==> src/rtl/reg_reader_pkg.sv <==
// reg_reader_pkg: shared types and widths for the sequential register-file reader.
package reg_reader_pkg;

    localparam int REG_ADDR_W = 5;
    localparam int DATA_W     = 32;
    // Wide enough to hold a full 32-register run.
    localparam int REM_W      = 6;

    typedef enum logic [1:0] {
        IDLE  = 2'd0,
        READ  = 2'd1,
        DRAIN = 2'd2
    } state_t;

    // Next register number, wrapping mod 32 in either direction.
    function automatic logic [REG_ADDR_W-1:0] step_addr(input logic [REG_ADDR_W-1:0] addr,
                                                        input logic ascending);
        return ascending ? addr + 1'b1 : addr - 1'b1;
    endfunction

endpackage

==> src/rtl/reg_reader_slot.sv <==
// reg_reader_slot: single-entry output holding register for the read stream.
// A load and an accept on the same edge keep valid high with the new word,
// so the stream runs without bubbles.
module reg_reader_slot
    import reg_reader_pkg::*;
(
    input  logic              clock,
    input  logic              reset,
    input  logic              load,
    input  logic [DATA_W-1:0] load_data,
    input  logic              accept,
    output logic [DATA_W-1:0] out_data,
    output logic              out_valid
);

    // Hold the captured word until the consumer takes it.
    always_ff @(posedge clock or posedge reset) begin
        if (reset) begin
            out_data  <= '0;
            out_valid <= 1'b0;
        end else if (load) begin
            out_data  <= load_data;
            out_valid <= 1'b1;
        end else if (out_valid && accept) begin
            out_valid <= 1'b0;
        end
    end

endmodule

==> src/rtl/reg_reader.sv <==
// reg_reader: walks COUNT consecutive register numbers from a start register,
// ascending or descending with mod-32 wrap, and streams each value out on a
// valid/ready interface.
// Optional feature: define REG_READER_SUM_EN to add the running `sum` output.
module reg_reader
    import reg_reader_pkg::*;
#(
    parameter int COUNT = 6
)(
    input  logic                  clock,
    input  logic                  reset,
    input  logic                  go,
    input  logic                  direction,
    input  logic [REG_ADDR_W-1:0] start,
    output logic [REG_ADDR_W-1:0] regnum,
    input  logic [DATA_W-1:0]     reg_data,
    output logic [DATA_W-1:0]     out_data,
    output logic                  out_valid,
    input  logic                  out_ready,
`ifdef REG_READER_SUM_EN
    output logic [DATA_W-1:0]     sum,
`endif
    output logic                  done
);

    state_t           state;
    logic [REM_W-1:0] remaining;
    logic             dir_reg;
    logic             capture;

    // A new word may enter the slot when it is empty or being drained this edge.
    assign capture = (state == READ) && (!out_valid || out_ready);

    reg_reader_slot u_slot (
        .clock     (clock),
        .reset     (reset),
        .load      (capture),
        .load_data (reg_data),
        .accept    (out_ready),
        .out_data  (out_data),
        .out_valid (out_valid)
    );

    // Run control: latch run parameters, step the address, count down, finish.
    always_ff @(posedge clock or posedge reset) begin
        if (reset) begin
            state     <= IDLE;
            done      <= 1'b1;
            regnum    <= '0;
            remaining <= '0;
            dir_reg   <= 1'b0;
        end else begin
            case (state)
                IDLE: begin
                    if (go) begin
                        dir_reg   <= direction;
                        regnum    <= start;
                        remaining <= REM_W'(COUNT);
                        done      <= 1'b0;
                        state     <= READ;
                    end
                end
                READ: begin
                    if (capture) begin
                        regnum    <= step_addr(regnum, dir_reg);
                        remaining <= remaining - 1'b1;
                        if (remaining == REM_W'(1)) begin
                            state <= DRAIN;
                        end
                    end
                end
                DRAIN: begin
                    // The slot clears valid on this same accept.
                    if (out_ready) begin
                        done  <= 1'b1;
                        state <= IDLE;
                    end
                end
                default: begin
                    state <= IDLE;
                end
            endcase
        end
    end

`ifdef REG_READER_SUM_EN
    // Running total of accepted words; restarts on each accepted go.
    always_ff @(posedge clock or posedge reset) begin
        if (reset) begin
            sum <= '0;
        end else if (state == IDLE && go) begin
            sum <= '0;
        end else if (out_valid && out_ready) begin
            sum <= sum + out_data;
        end
    end
`endif

endmodule

==> config.mk <==
export PLATFORM = sky130hd
export DESIGN_NAME = reg_reader
export DESIGN_NICKNAME = d
export VERILOG_FILES = /design/src/rtl/reg_reader_pkg.sv /design/src/rtl/reg_reader_slot.sv /design/src/rtl/reg_reader.sv
export SDC_FILE = /design/constraint.sdc
export NUM_CORES = 1
export LEC_CHECK = 0
export BUFFER_PORTS_ARGS = -buffer_cell sky130_fd_sc_hd__buf_2
export CORE_MARGIN = 1
export CORE_UTILIZATION = 45
export CTS_BUF_LIST = sky130_fd_sc_hd__clkbuf_8
export CTS_CLUSTER_SIZE = 24
export DETAILED_ROUTE_END_ITERATION = 10
export PLACE_DENSITY_LB_ADDON = 0.15
export SYNTH_ARGS = -nofsm -noshare
export SYNTH_HDL_FRONTEND = slang
export SYNTH_SLANG_ARGS = --single-unit
==> constraint.sdc <==
create_clock -name clock -period 2.25 [get_ports clock]
set_clock_uncertainty 0.05 [all_clocks]
set_input_delay 0.3375 -clock clock [delete_from_list [all_inputs] [get_ports clock]]
set_output_delay 0.3375 -clock clock [all_outputs]
set_load 0.01 [all_outputs]
==> metrics.md <==
| Metric | Value |
|---|---|
| Result of the run | `complete, no violations` |
| Synth-to-Final Area Change | `26.01%` |
| Setup repair after global routing missed its margin | `false` |
| Post-synthesis cell count | `169` |
| Clock network fraction of design power | `15.5%` |
| Data arrival time of the worst path | `2.09 ns` |
| Mapped cell area | `0.002175 mm^2` |
| Total of cells resized after clock tree synthesis | `0` |
| Startpoint type of the worst setup path | `flip-flop` |
| Power spent charging and discharging nets | `0.001435 W` |
| Sequential share of power | `39.2%` |
| DRC violation count after routing | `0` |
| Max-cap check violation count | `0` |
| Area of the die | `0.005114 mm^2` |
| Switching power as a share of total power | `37.01%` |
| Initial DRC Count | `41` |
| Fin Setup TNS | `0 ns` |
| Most common library cell in the layout ignoring fill and taps | `buf_2` |
| Most area-consuming cells after synthesis | `dfrtp_1 (54%), mux2_1 (15%), ha_1 (2.9%), mux2_2 (2.6%), nor2_1 (2.2%)` |
| Maximum achievable frequency | `511.2 MHz` |
| Total length of routed wires | `4277 um` |
| Biggest cell delay along the critical path | `0.45 ns` |
| Routed len/inst | `13.93 um` |
| Class of the worst hold path | `primary input to asynchronous set/reset pin` |
| Worst reg2reg setup slack | `0.29 ns` |
| Quantity of I/O buffers inserted on ports | `80` |
| Highest-delay cell along the critical path | `fa_1` |
| GRT Total Usage | `18.53%` |
| Total leakage power | `1.345 nW` |
| Number of levels in the clock H-tree | `2` |
| Vias in the first global route | `1,562` |
| Overflow after GRT | `0` |
| Average cell area after synthesis | `12.87 um^2` |
| Fraction of the yosys area taken by sequential cells | `55.29%` |
| Data required, critical path | `2.39 ns` |
| Worst setup path class | `flip-flop to flip-flop` |
| Initial antenna violation count | `0` |
| Vertical die dimension | `71.52 um` |
| Number of flip-flops in the largest register | `32` |
| Final weighted congestion in routability-driven placement | `0.7324` |
| Count of yosys warnings during synthesis | `0` |
| Site row count | `24` |
| Number of filler cells placed in the layout | `405` |
| Share of the synthesized area in the top cell type | `54.09%` |
| Areal power density over the cells | `1415 mW/mm^2` |
| TritonCTS sink count | `48` |
| Internal power | `0.002442 W` |
| Proportion of layout cells with a drive suffix above 1 | `40.78%` |
| Inserted Diodes | `0` |
| Remaining antenna violation count after routing | `0` |
| Clock period minus worst slack | `1.956 ns` |
| Tot Pwr | `0.003876 W` |
| HPWL reported at the end of detailed placement | `3194 um` |
| Final clock period utilization by the worst path | `86.94%` |
| Post-CTS Setup Repair Bufs | `0` |
| Starting density of the core | `48.28%` |
| Largest registers | `u_slot.out_data (32), remaining (6), regnum (5)` |
| Cell-by-cell listing of the critical path | `inv_1, fa_1, nand2b_1, o2bb2ai_1, mux2_2, a211o_1` |
| Cell class contributing the biggest share of worst-path delay | `adder cells` |
| Cell at the root of the clock tree | `clkbuf_8` |
| Worst supply voltage drop on vdd | `0.6616 mV` |
| Die width | `71.52 um` |
| Source-to-sink clock delay at the later pin of the worst-skew pair | `0.29 ns` |
| Worst R2R Path Depth | `6` |
| Comb power frac | `45.3%` |
| Nets in the synthesized netlist | `217` |
| Synthesis-stage register bit count | `48` |
| Post-DR vias/cell | `5.085` |
| Largest net degree at the start of global routing | `34` |
| Standard cell core area | `0.004504 mm^2` |
| Final hold violation count | `0` |
| Top register by number of flip-flops | `u_slot.out_data` |
| Number of nets in the final layout | `302` |
| Maximum number of buffers from clock root to sink | `2` |
| Final slew viol count | `0` |
| Most frequent cells in the layout | `buf_2 (80), dfrtp_1 (47), mux2_1 (29)` |
| Number of optimization iterations in the first detailed-route pass | `4` |
| Global-route wire length before repair | `7238 um` |
| Boundary Pins | `81` |
| Number of distinct library cells after synthesis | `36` |
| Biggest area consumer among synthesized cells | `dfrtp_1` |
| Total number of vias | `1,561` |
| Transition at the pin with the smallest max-transition slack | `0.8959 ns` |
| # hold bufs at CTS | `0` |
| Maximum fanout count along the critical path | `3` |
| Post-CTS clock slew at the launch and capture registers of the worst setup and hold paths | `0.09 ns` |
| Buf/Inv on CP | `1` |
| Sort of element at the end of the critical path | `flip-flop` |
| Number of stages on the worst setup path | `6` |
| CTS tree | `built` |
| Number of setup violations in the final report | `0` |
| Tightest slew margin relative to the limit | `40.13%` |
| Number of buffers added by the clock tree synthesis step | `5` |
## cells in the mapped netlist
master and number:
nand3_1 1, and3b_1 1, nor2_1 13, mux2_2 5, o21ai_0 3, nand2_1 4, mux2i_1 3, nor3_1 3
xnor2_1 4, buf_4 3, o2bb2ai_1 1, inv_1 8, nor2b_1 2, a211o_1 1, a21oi_1 8, xor2_1 3
nor2_4 1, nor2_8 1, nor4b_2 2, a211oi_1 1, dfstp_2 1, a31oi_1 1, o31ai_1 1, nand2b_1 5
o21bai_2 1, and2_1 1, dfrtp_1 47, or3_1 1, buf_2 3, ha_1 5, nor4_1 2, mux2_1 29
fa_1 1, or2_2 1, o22ai_1 1, a21o_1 1
## worst paths after layout
check                              startpoint             endpoint
setup / recovery                    regnum[0]            regnum[4]
hold / removal                          reset  u_slot.out_data[11]
setup reg to reg                    regnum[0]            regnum[4]
hold reg to reg            u_slot.out_data[5]   u_slot.out_data[5]
max in group asynchronous               reset                 done
min in group clock               reg_data[23]  u_slot.out_data[23]
## per-stage QoR
stage               hold slack (ns)  cells  setup WS (ns)  cell area (um^2)  util, %
detailed placement           0.3664    299         0.3144              2633    58.44
finish                      0.02314    307         0.2939              2740    60.83
floorplan                    0.4222    169         0.3430              2175        -
CTS                         0.04079    307         0.2828              2740    60.83
global route                0.06629    307         0.1764              2740    60.83
global placement             0.3609    299         0.3006              2633    58.44
## power by group through the flow
stage,logic (W),registers (W),clock network (W)
finish,0.00176,0.00152,0.000601
global placement,0.00175,0.00152,0
CTS,0.00179,0.00152,0.000620
global route,0.00197,0.00158,0.000643
floorplan,0.00104,0.00167,0
detailed placement,0.00177,0.00153,0
## layout make-up
class | instances | area (um^2) | share of cell area (%)
multi-input cells | 107 | 904.6 | 33.01
well taps | 52 | 65.06 | 2.374
repair buffers | 84 | 430.4 | 15.71
inverters | 8 | 30.03 | 1.096
flip-flops and latches | 48 | 1202 | 43.88
clock inverters | 3 | 38.79 | 1.416
clock buffers | 5 | 68.82 | 2.511
## routing by layer
metal  routed length [um]  GRT usage (%)  vias to the layer above
met5                    0              0                        -
met2                 1993          30.16                       49
li1                     -              -                      754
met4                   57          7.190                        0
met3                  214          3.938                        6
met1                 2011          24.51                      752
## cells by family after synthesis
logic type      share of synthesized area [%]
fa+ha+maj                               3.798
flops                                   55.29
mux                                     18.99
buf+inv                                 3.107
xor+xnor                                2.819
simple gates                            10.53
compound gates                          5.467
Note: power is estimated with default switching activity, not from simulation.
